--- src/rtl/mux4_scan_pkg.sv ---
// Shared types and constants for the 4:1 mux scan sequencer.
package mux4_scan_pkg;

  localparam int CH_N  = 4;
  localparam int SEL_W = 2;

  typedef enum logic [1:0] {
    IDLE   = 2'd0,
    SETTLE = 2'd1,
    HOLD   = 2'd2
  } state_e;

endpackage

--- src/rtl/mux4_next_chan.sv ---
// Combinational search: lowest enabled channel strictly above the current select.
module mux4_next_chan
  import mux4_scan_pkg::*;
(
  input  logic [CH_N-1:0]  mask,
  input  logic [SEL_W-1:0] cur,
  output logic             found,
  output logic [SEL_W-1:0] chan
);

  logic [CH_N-1:0] cand;

  genvar gi;
  generate
    for (gi = 0; gi < CH_N; gi++) begin : g_cand
      assign cand[gi] = mask[gi] && (SEL_W'(gi) > cur);
    end
  endgenerate

  // Scan downwards so the lowest candidate is the last one written.
  always_comb begin
    found = 1'b0;
    chan  = '0;
    for (int i = CH_N - 1; i >= 0; i--) begin
      if (cand[i]) begin
        found = 1'b1;
        chan  = SEL_W'(i);
      end
    end
  end

endmodule

--- src/rtl/mux4_scan_ctrl.sv ---
// Scan sequencer: steps the mux select over enabled channels, settles, samples, streams {chan, data}.
module mux4_scan_ctrl
  import mux4_scan_pkg::*;
#(
  parameter int DATA_W  = 1,
  parameter int DWELL_W = 8
) (
  input  logic               clk,
  input  logic               rst,
  input  logic               start,
  input  logic               cont,
  input  logic [CH_N-1:0]    chan_en,
  input  logic [DWELL_W-1:0] dwell,
  output logic [SEL_W-1:0]   sel,
  input  logic [DATA_W-1:0]  mux_y,
  output logic               out_valid,
  input  logic               out_ready,
  output logic [SEL_W-1:0]   out_chan,
  output logic [DATA_W-1:0]  out_data,
  output logic               busy,
  output logic               done
);

  state_e             state_reg;
  logic [DWELL_W-1:0] cnt_reg;
  logic [CH_N-1:0]    mask_reg;
  logic [DWELL_W-1:0] dwell_reg;
  logic [SEL_W-1:0]   sel_reg;
  logic               out_valid_reg;
  logic [SEL_W-1:0]   out_chan_reg;
  logic [DATA_W-1:0]  out_data_reg;
  logic               busy_reg;
  logic               done_reg;

  logic               adv_found;
  logic [SEL_W-1:0]   adv_chan;
  logic               up_found;
  logic [SEL_W-1:0]   up_chan;
  logic               first_any;
  logic [SEL_W-1:0]   first_chan;
  logic [DWELL_W-1:0] dwell_eff;

  // Advance within the latched mask of the running pass.
  mux4_next_chan u_adv (
    .mask  (mask_reg),
    .cur   (sel_reg),
    .found (adv_found),
    .chan  (adv_chan)
  );

  // First channel of a new pass comes from the live mask being latched; channel 0 is checked directly.
  mux4_next_chan u_first (
    .mask  (chan_en),
    .cur   ({SEL_W{1'b0}}),
    .found (up_found),
    .chan  (up_chan)
  );

  assign first_any  = chan_en[0] | up_found;
  assign first_chan = chan_en[0] ? '0 : up_chan;
  assign dwell_eff  = (dwell_reg == '0) ? DWELL_W'(1) : dwell_reg;

  always_ff @(posedge clk) begin
    if (rst) begin
      state_reg     <= IDLE;
      cnt_reg       <= '0;
      mask_reg      <= '0;
      dwell_reg     <= '0;
      sel_reg       <= '0;
      out_valid_reg <= 1'b0;
      out_chan_reg  <= '0;
      out_data_reg  <= '0;
      busy_reg      <= 1'b0;
      done_reg      <= 1'b0;
    end else begin
      done_reg <= 1'b0;
      case (state_reg)
        IDLE: begin
          if (start) begin
            mask_reg  <= chan_en;
            dwell_reg <= dwell;
            if (first_any) begin
              sel_reg   <= first_chan;
              cnt_reg   <= DWELL_W'(1);
              busy_reg  <= 1'b1;
              state_reg <= SETTLE;
            end else begin
              done_reg <= 1'b1;
            end
          end
        end

        SETTLE: begin
          if (cnt_reg == dwell_eff) begin
            out_data_reg  <= mux_y;
            out_chan_reg  <= sel_reg;
            out_valid_reg <= 1'b1;
            state_reg     <= HOLD;
          end else begin
            cnt_reg <= cnt_reg + DWELL_W'(1);
          end
        end

        HOLD: begin
          if (out_valid_reg && out_ready) begin
            out_valid_reg <= 1'b0;
            if (adv_found) begin
              sel_reg   <= adv_chan;
              cnt_reg   <= DWELL_W'(1);
              state_reg <= SETTLE;
            end else begin
              done_reg <= 1'b1;
              if (cont) begin
                mask_reg  <= chan_en;
                dwell_reg <= dwell;
                if (first_any) begin
                  sel_reg   <= first_chan;
                  cnt_reg   <= DWELL_W'(1);
                  state_reg <= SETTLE;
                end else begin
                  busy_reg  <= 1'b0;
                  state_reg <= IDLE;
                end
              end else begin
                busy_reg  <= 1'b0;
                state_reg <= IDLE;
              end
            end
          end
        end

        default: state_reg <= IDLE;
      endcase
    end
  end

  assign sel       = sel_reg;
  assign out_valid = out_valid_reg;
  assign out_chan  = out_chan_reg;
  assign out_data  = out_data_reg;
  assign busy      = busy_reg;
  assign done      = done_reg;

endmodule

--- config.mk ---
export PLATFORM = sky130hd
export DESIGN_NAME = mux4_scan_ctrl
export DESIGN_NICKNAME = d
export VERILOG_FILES = /design/src/rtl/mux4_scan_pkg.sv /design/src/rtl/mux4_next_chan.sv /design/src/rtl/mux4_scan_ctrl.sv
export SDC_FILE = /design/constraint.sdc
export NUM_CORES = 1
export LEC_CHECK = 0
export BUFFER_PORTS_ARGS = -buffer_cell sky130_fd_sc_hd__clkbuf_2
export CORE_ASPECT_RATIO = 1.25
export CORE_UTILIZATION = 40
export DETAILED_ROUTE_END_ITERATION = 10
export PLACE_DENSITY_LB_ADDON = 0.25
export SLEW_MARGIN = 10
export SYNTH_ARGS = -nofsm -noshare
export SYNTH_HDL_FRONTEND = slang
export SYNTH_HIERARCHICAL = 1
export SYNTH_SLANG_ARGS = --single-unit
--- constraint.sdc ---
create_clock -name clk -period 3.7 [get_ports clk]
set_input_delay 0.74 -clock clk [delete_from_list [all_inputs] [get_ports clk]]
set_output_delay 0.74 -clock clk [all_outputs]
set_load 0.02 [all_outputs]
==> results of run 1 <==
report_power, final:
group          switching, mW  internal [mW]
logic                  0.291          0.230
clock network          0.123          0.219
registers             0.0556          0.366
total                  0.471          0.815
final timing paths:
kind                            cells after the start           end  slack (ns)         start
worst max register to register                      9    cnt_reg[5]        1.16        sel[1]
worst min-delay path                                2  dwell_reg[0]        0.50  dwell_reg[0]
worst max-delay path                                9    cnt_reg[5]        1.16        sel[1]
worst min register to register                      2  dwell_reg[0]        0.50  dwell_reg[0]
metrics by stage:
stage	cells	cell area [µm²]	worst slack, ns
finish	292	2020	1.16
global placement	284	1910	1.28
global route	292	2020	0.906
detailed placement	284	1910	1.20
CTS	292	2020	1.16
floorplan	207	1730	1.27
critical path, cell delays in order, from the launching register on:
cell	delay, ns
dfxtp_1	0.39
nor2b_2	0.22
nor2_1	0.06
o22ai_1	0.12
buf_4	0.17
o211ai_1	0.12
a211oi_1	0.53
o211ai_1	0.35
or3_1	0.43
o211ai_2	0.06
cell type report:
type / count / share of cell area [%]
clock buffer: 7 / 4.26
clock inverter: 1 / 1.48
inverter: 17 / 3.15
multi-input combinational: 155 / 52.0
sequential: 29 / 28.7
tap: 56 / 3.46
timing repair buffer: 27 / 6.92
routing by layer:
metal | part of all wire, % | global-route usage [%] | vias up
met1 | 44 | 20.6 | 728
li1 | - | - | 772
met5 | 0 | 0 | -
met4 | 1.6 | 7.75 | 0
met3 | 3.6 | 4.64 | 7
met2 | 51 | 30.8 | 25
==> results.md, run 1 <==
* Status: completed
* Total Negative Setup Slacks at 0 ns
* Final Util at 49.4%
* DR iter-0 viols at 64
* Worst-path fanout max at 8
* Leak at 0.884 nW
* Port Buffer Count at 25
* Most frequent cells in the layout: nor2_1, dfxtp_1, clkbuf_2
* DP HPWL at 2680 µm
* Routed vias at 1532
* # DRC at 0
* Post-DR wirelength/cell at 12.5 µm
* Multi-input logic area at 1050 µm²
* F_max at 0.394 GHz
* Min cycle time layout at 2.54 ns
* Synth warn at 6
* Register area at 581 µm²
* Hold Slack at 0.499 ns
* Critical Path End Type: flip-flop
* Mapped cell area at 1700 µm²
* Core Box Area at 4100 µm²
* Max_slew headroom at 60.9%
* Slew Viols, Final at 0
* Kind of critical path: flip-flop to flip-flop
* Antenna viol nets, final at 0
* Max Cap Viol at 0
* Std-Cell Rows at 26
* Worst IR Drop VDD at 0.000262 V
* CP required at 3.91 ns
* H-tree levels at 2
* RSZ-0062 raised after global routing: no
* Antenna violations before repair at 0
* IO Pins at 26
* All-Layer GR Usage at 17.9%
* Final setup vio count at 0
* Vias in the first global route at 1384
* CTS Buffer Depth at 2
* Worst EP arrival at 2.75 ns
* Later-pin clock latency in the skew report at 0.28 ns
* CTS tree: built
* Starting Density at 41.5%
* Global route total overflow at 0
* Gpl congestion at 0.838
* Fill cells at 441
* First-pass GRT wire length at 6040 µm
* Number of buffers created by CTS at 5
* Root Buffer: clkbuf_8
* Vias per std cell at 5.25
* Ratio of cells with drive above 1 in the final layout at 19.9%
* Avg Cell Area, Syn at 8.51 µm²
* Worst setup SP type: flip-flop
* Hold-fix buffers at CTS at 0
* Largest net degree at the start of global routing at 29
* P&R area growth vs syn at 18.9%
* Pre-Repair DR Iteration Count at 4
* Routed wire length at 3660 µm
* Mapped Cells at 200
* Height of the chip at 75.0 µm
* Fin. Hold Viols at 0
* Diode count at 0
* Worst slew pin tran at 0.586 ns
* Register clock-pin slew on the reported worst setup and hold paths at 0.07 ns
* Setup Skew at 0.00707 ns
* NumNets Final at 258
* Pwr Total at 1.29 mW
* Post-CTS sizing at 0
* Die area at 4520 µm²
* CTS sink count at 29
* HP Class: flip-flop to flip-flop
* Chip width at 60.4 µm
* # Post-CTS Setup Buffers at 0
* Commonest non-fill, non-tap cell in the layout: nor2_1
* Final Cycle Share at 68.7%
* Pwr dens at 635 nW/µm²
Power figures use the tool's default switching activity.
==> run 2, diff against run 1 <==
- clock period: 3.7 -> 2.6 ns (I/O delays scaled with it)
==> run 2 against run 1 <==
  * Count of clock-buffer cells in the layout is the same
  * Register-to-register slack worse by 0.80 ns
  * Clock power rose by 42%
  * Fmax is 14% higher
  * Critical path depth shrank 1
  * Flip-flop and latch count did not move
  * Sequential power grew 43%
  * Via count fell by 3.3%
==> results.md, run 2 (synthesized netlist as in run 1, its figures left out) <==
* Total Negative Setup Slacks at 0 ns (unchanged)
* Later-pin clock latency in the skew report at 0.29 ns (about the same)
* Setup Skew at 0.00764 ns (+0.000575 ns)
* Std-Cell Rows at 26 (unchanged)
* NumNets Final at 259 (+0.39%)
* CP most frequent cell: o211ai_1
* Vias per std cell at 5.06 (-3.6%)
* Slowest cell on the critical path: or3_1
* Max Cap Viol at 0 (unchanged)
* Antenna violations before repair at 0 (unchanged)
* Min cycle time layout at 2.24 ns (-0.304 ns)
* Critical Path End Type: flip-flop
* Die area at 4520 µm² (unchanged)
* Hold-fix buffers at CTS at 0 (unchanged)
* Max_slew headroom at 65.8% (+4.9 points)
* DP HPWL at 2750 µm (+2.5%)
* F_max at 0.447 GHz (+14%)
* All-Layer GR Usage at 17.7% (-0.20 points)
* Port Buffer Count at 25 (unchanged)
* CTS sink count at 29 (unchanged)
* Slew Viols, Final at 0 (unchanged)
* Worst IR Drop VDD at 0.000406 V (+55%)
* Most frequent cells in the layout: nor2_1, dfxtp_1, clkbuf_2
* Leak at 0.891 nW (+0.69%)
* Core Box Area at 4100 µm² (unchanged)
* Post-DR wirelength/cell at 12.4 µm (-0.64%)
* Pre-Repair DR Iteration Count at 4 (unchanged)
* Pwr dens at 901 nW/µm² (+42%)
* Height of the chip at 75.0 µm (unchanged)
* Global route total overflow at 0 (unchanged)
* Finished Layout Cells at 293 (+0.34%)
* Number of buffers created by CTS at 5 (unchanged)
* Kind of critical path: flip-flop to flip-flop
* Vias in the first global route at 1366 (-1.3%)
* Fill cells at 415 (-5.9%)
* Antenna viol nets, final at 0 (unchanged)
* First-pass GRT wire length at 5890 µm (-2.5%)
* # DRC at 0 (unchanged)
* Worst EP arrival at 2.45 ns (-0.30 ns)
* Chip width at 60.4 µm (unchanged)
* Largest net degree at the start of global routing at 28 (-3.4%)
* CP max stage delay at 0.43 ns (-0.10 ns)
* Final setup vio count at 0 (unchanged)
* CTS tree: built
* Routed vias at 1482 (-3.3%)
* RSZ-0062 raised after global routing: no
* Register clock-pin slew on the reported worst setup and hold paths at 0.06 ns (about the same)
* IO Pins at 26 (unchanged)
* Diode count at 0 (unchanged)
* CTS Buffer Depth at 2 (unchanged)
* P&R area growth vs syn at 19.6%
* Multi-input logic area at 1060 µm² (+0.48%)
* Worst slew pin tran at 0.510 ns (-0.0758 ns)
* CP required at 2.81 ns (-1.10 ns)
* Final Cycle Share at 86.0% (+17 points)
* HP Class: primary input to flip-flop
* Root Buffer: clkbuf_8
* Starting Density at 41.5% (unchanged)
* Dpl cells at 285 (+0.35%)
* Ratio of cells with drive above 1 in the final layout at 20.7% (+0.76 points)
* H-tree levels at 2 (unchanged)
* Routed wire length at 3650 µm (-0.30%)
* CP Cell Sequence: nor2b_2, nor2_1, o22ai_1, o211ai_1, a211oi_2, o211ai_1, or3_1, o211ai_2
* Fin. Hold Viols at 0 (unchanged)
* Gpl congestion at 0.755 (-9.9%)
* Worst setup SP type: flip-flop
* Worst-path fanout max at 8 (unchanged)
* Status: completed
* DR iter-0 viols at 66 (+3.1%)
* Register area at 581 µm² (unchanged)
* Commonest non-fill, non-tap cell in the layout: nor2_1
==> run 2: cell count changes in the layout (fill, tap and decap cells not counted), sizes merged <==
cell,change
buf,+1
==> run 2: critical path, delay by kind of cell, from the launching register on <==
kind               cells  cell delay (ns)
AOI/OAI and AO/OA      5             1.12
DFF                    1             0.38
and+or+nand+nor        3             0.68
==> run 2: through the flow <==
stage	setup WS (ns)	power (mW)	hold WS, ns	utilization [%]	cell area [µm²]
6_report	0.364	1.84	0.472	49.7	2040
5_1_grt	0.119	1.96	0.466	49.7	2040
4_1_cts	0.178	1.85	0.465	49.6	2030
3_5_place_dp	0.179	1.35	0.482	46.7	1920
3_3_place_gp	0.268	1.34	0.473	46.7	1920
2_1_floorplan	0.167	1.18	0.452	-	1730
==> run 2: path summary, 6_finish.rpt <==
check | startpoint | endpoint | slack, ns | depth (start not counted)
max | sel[1] | cnt_reg[7] | 0.36 | 8
max reg2reg | sel[1] | cnt_reg[7] | 0.36 | 8
min reg2reg | out_chan[0] | out_chan[0] | 0.49 | 2
min | dwell[0] | dwell_reg[0] | 0.47 | 3
==> run 2: repair_timing <==
action                     CTS  global route
setup endpoints to repair    0             4
resized for setup            0             1
setup buffers                0             0
==> run 2: per-layer routing <==
layer	vias to the layer above	part of all wire (%)	track usage, %
met5	-	0	0
met4	0	1.2	6.20
met3	5	4.2	5.15
met2	30	50	30.8
met1	674	44	20.4
li1	773	-	-
==> run 2: area by class of cell <==
| type | count | share of cell area, % |
|---|---|---|
| repair buffers | 28 | 7.25 |
| inverters | 17 | 3.13 |
| clock inverters | 1 | 1.47 |
| well taps | 56 | 3.44 |
| multi-input cells | 155 | 52.0 |
| flip-flops and latches | 29 | 28.5 |
| clock buffers | 7 | 4.24 |
==> run 2: power breakdown <==
| part | internal (mW) | total (mW) | switching, mW |
|---|---|---|---|
| logic | 0.330 | 0.749 | 0.419 |
| clock network | 0.312 | 0.488 | 0.176 |
| registers | 0.520 | 0.600 | 0.0792 |
| total | 1.16 | 1.84 | 0.674 |
==> run 3, diff against run 2 <==
- ABC_AREA: default -> 1
==> run 3 against run 2 <==
  * Global-route usage rose by 2.3 points
  * Final cell count rose by 25%
  * Routed wire length rose by 12%
  * Area after synthesis rose by 4.2%
  * Die area rose by 4.1%
  * Largest cell class unchanged
==> results.md, run 3 <==
* Max_slew headroom at 52.8% (-13 points)
* Setup Skew at 0.00616 ns (-0.00148 ns)
* Worst-path fanout max at 18 (+10)
* NetSw at 1.07 mW (+59%)
* Commonest non-fill, non-tap cell in the layout: nand2_1
* Most frequent cells in the layout: nand2_1, nor2_1, dfxtp_1
* Hold-fix buffers at CTS at 0 (unchanged)
* Setup WS post-layout at 0.595 ns (+0.232 ns)
* Hold Slack at 0.430 ns (-0.0416 ns)
* Global route total overflow at 0 (unchanged)
* Sw Ratio at 45.8% (+9.1 points)
* Std-Cell Rows at 26 (unchanged)
* Placement Setup Slack at 0.581 ns (+0.402 ns)
* Gpl congestion at 0.918 (+22%)
* Vias per std cell at 4.88 (-3.5%)
* Routed wire length at 4080 µm (+12%)
* Mapped Cells at 276 (+38%)
* NumNets Final at 332 (+28%)
* Clock share of power at 17.8% (-8.8 points)
* Power Internal at 1.27 mW (+9.3%)
* R2R Setup Slk at 0.60 ns (+0.23 ns)
* Comb pwr share at 49.8% (+9.0 points)
* DP HPWL at 3140 µm (+14%)
* Chip width at 61.6 µm (+2.0%)
* Diode count at 0 (unchanged)
* Met2 usage at 33.4% (+2.7 points)
* P&R area growth vs syn at 16.4%
* Met1 Resource Use GR at 22.7% (+2.4 points)
* Total Negative Setup Slacks at 0 ns (unchanged)
* Mapped cell area at 1770 µm² (+4.2%)
* Critical Path End Type: flip-flop
* DR iter-0 viols at 106 (+61%)
* Fin. Hold Viols at 0 (unchanged)
* H-tree levels at 2 (unchanged)
* Vias in the first global route at 1719 (+26%)
* Pre-Repair DR Iteration Count at 4 (unchanged)
* Antenna viol nets, final at 0 (unchanged)
* First-pass GRT wire length at 7170 µm (+22%)
* Post-DR wirelength/cell at 11.2 µm (-10%)
* Leak at 0.994 nW (+12%)
* CP required at 2.77 ns (-0.04 ns)
* Busiest grt layer: met2
* # DRC at 0 (unchanged)
* Worst IR Drop VDD at 0.000483 V (+19%)
* Kind of critical path: flip-flop to flip-flop
* CTS Buffer Depth at 2 (unchanged)
* Status: completed
* R2r endpoint: dwell_reg[0]
* Starting Density at 42.6% (+1.1 points)
* Fin area at 2060 µm² (+1.4%)
* Ratio of cells with drive above 1 in the final layout at 17.7% (-2.9 points)
* Slew Viols, Final at 0 (unchanged)
* Max Cap Viol at 0 (unchanged)
* Core Box Area at 4160 µm² (+1.6%)
* HP Class: primary input to flip-flop
* End point of the critical path: dwell_reg[0]
* Fill cells at 461 (+11%)
* Number of buffers created by CTS at 5 (unchanged)
* Later-pin clock latency in the skew report at 0.29 ns (about the same)
* Routed vias at 1787 (+21%)
* CTS sink count at 29 (unchanged)
* Reg power frac at 32.3% (-0.4 points)
* Antenna violations before repair at 0 (unchanged)
* Register clock-pin slew on the reported worst setup and hold paths at 0.06 ns (about the same)
* Area after DPL at 1960 µm² (+2.5%)
* Avg Cell Area, Syn at 6.43 µm² (-25%)
* # Post-CTS Setup Buffers at 0 (unchanged)
* Largest net degree at the start of global routing at 27 (-3.6%)
* CTS tree: built
* Min cycle time layout at 2.00 ns (-0.232 ns)
* Final setup vio count at 0 (unchanged)
* Height of the chip at 76.5 µm (+2.0%)
* RSZ-0062 raised after global routing: no
* Pwr dens at 1130 nW/µm² (+26%)
* Register area at 581 µm² (unchanged)
* Worst slew pin tran at 0.707 ns (+0.197 ns)
* Worst-case reg-to-reg path depth at 9 (+1)
* Final Util at 49.6% (-0.12 points)
* F_max at 0.499 GHz (+12%)
* Root Buffer: clkbuf_8
* Final Cycle Share at 77.1% (-8.9 points)
* Die area at 4710 µm² (+4.1%)
* Worst setup SP type: flip-flop
* Critical path origin: sel[1]
* IO Pins at 26 (unchanged)
* Post-CTS sizing at 0 (unchanged)
* Multi-input logic area at 1060 µm² (+0.47%)
* Worst EP arrival at 2.17 ns (-0.28 ns)
* All-Layer GR Usage at 20.0% (+2.3 points)
* Port Buffer Count at 25 (unchanged)
* Synth warn at 6 (unchanged)
* Routing usage on met3 at 5.09% (-0.061 points)
* RR Startpoint: sel[1]
## run 3: final cells by class
cell class	instances	area share, %
Multi-Input combinational cell	215	51.5
Sequential cell	29	28.1
Timing Repair Buffer	25	6.06
Inverter	33	6.00
Clock buffer	7	4.67
Tap cell	56	3.39
Clock inverter	1	0.242
## run 3: power by group through the flow
stage          clock (mW)  combinational, mW  sequential [mW]
2_1_floorplan           0              0.928            0.760
3_3_place_gp            0               1.16            0.770
3_5_place_dp            0               1.17            0.769
4_1_cts             0.429               1.17            0.761
5_1_grt             0.451               1.34            0.782
6_report            0.418               1.17            0.757
## run 3: routing by layer
layer  part of all wire [%]  routed length [µm]  vias up
met4                    3.1                 126        0
met1                     45                1830      796
met2                     49                1990       29
met5                      0                   0        -
met3                    3.2                 129       12
li1                       -                   -      950
## run 3: worst min-delay path by stage
stage                         endpoint          from  slack [ns]  depth (start not counted)
after floorplan           dwell_reg[0]  dwell_reg[0]        0.44                          2
after global placement    dwell_reg[0]  dwell_reg[0]        0.46                          2
after detailed placement  dwell_reg[0]  dwell_reg[0]        0.47                          2
after CTS                       sel[1]           rst        0.43                          2
after global routing            sel[1]           rst        0.45                          2
final                           sel[1]           rst        0.43                          2
## run 3: stage by stage
step	total power, mW	instances
floorplan	1.69	280
global placement	1.93	358
detailed placement	1.94	358
CTS	2.36	366
global route	2.58	366
finish	2.34	366
## run 3: critical path, stage by stage (launching register included)
cell,delay (ns)
dfxtp_1,0.45
nand2_1,0.12
nand2_2,0.08
nand3_1,0.14
nand2_2,0.15
inv_2,0.07
nor4_4,0.37
inv_2,0.20
o21ai_0,0.23
a21oi_1,0.06
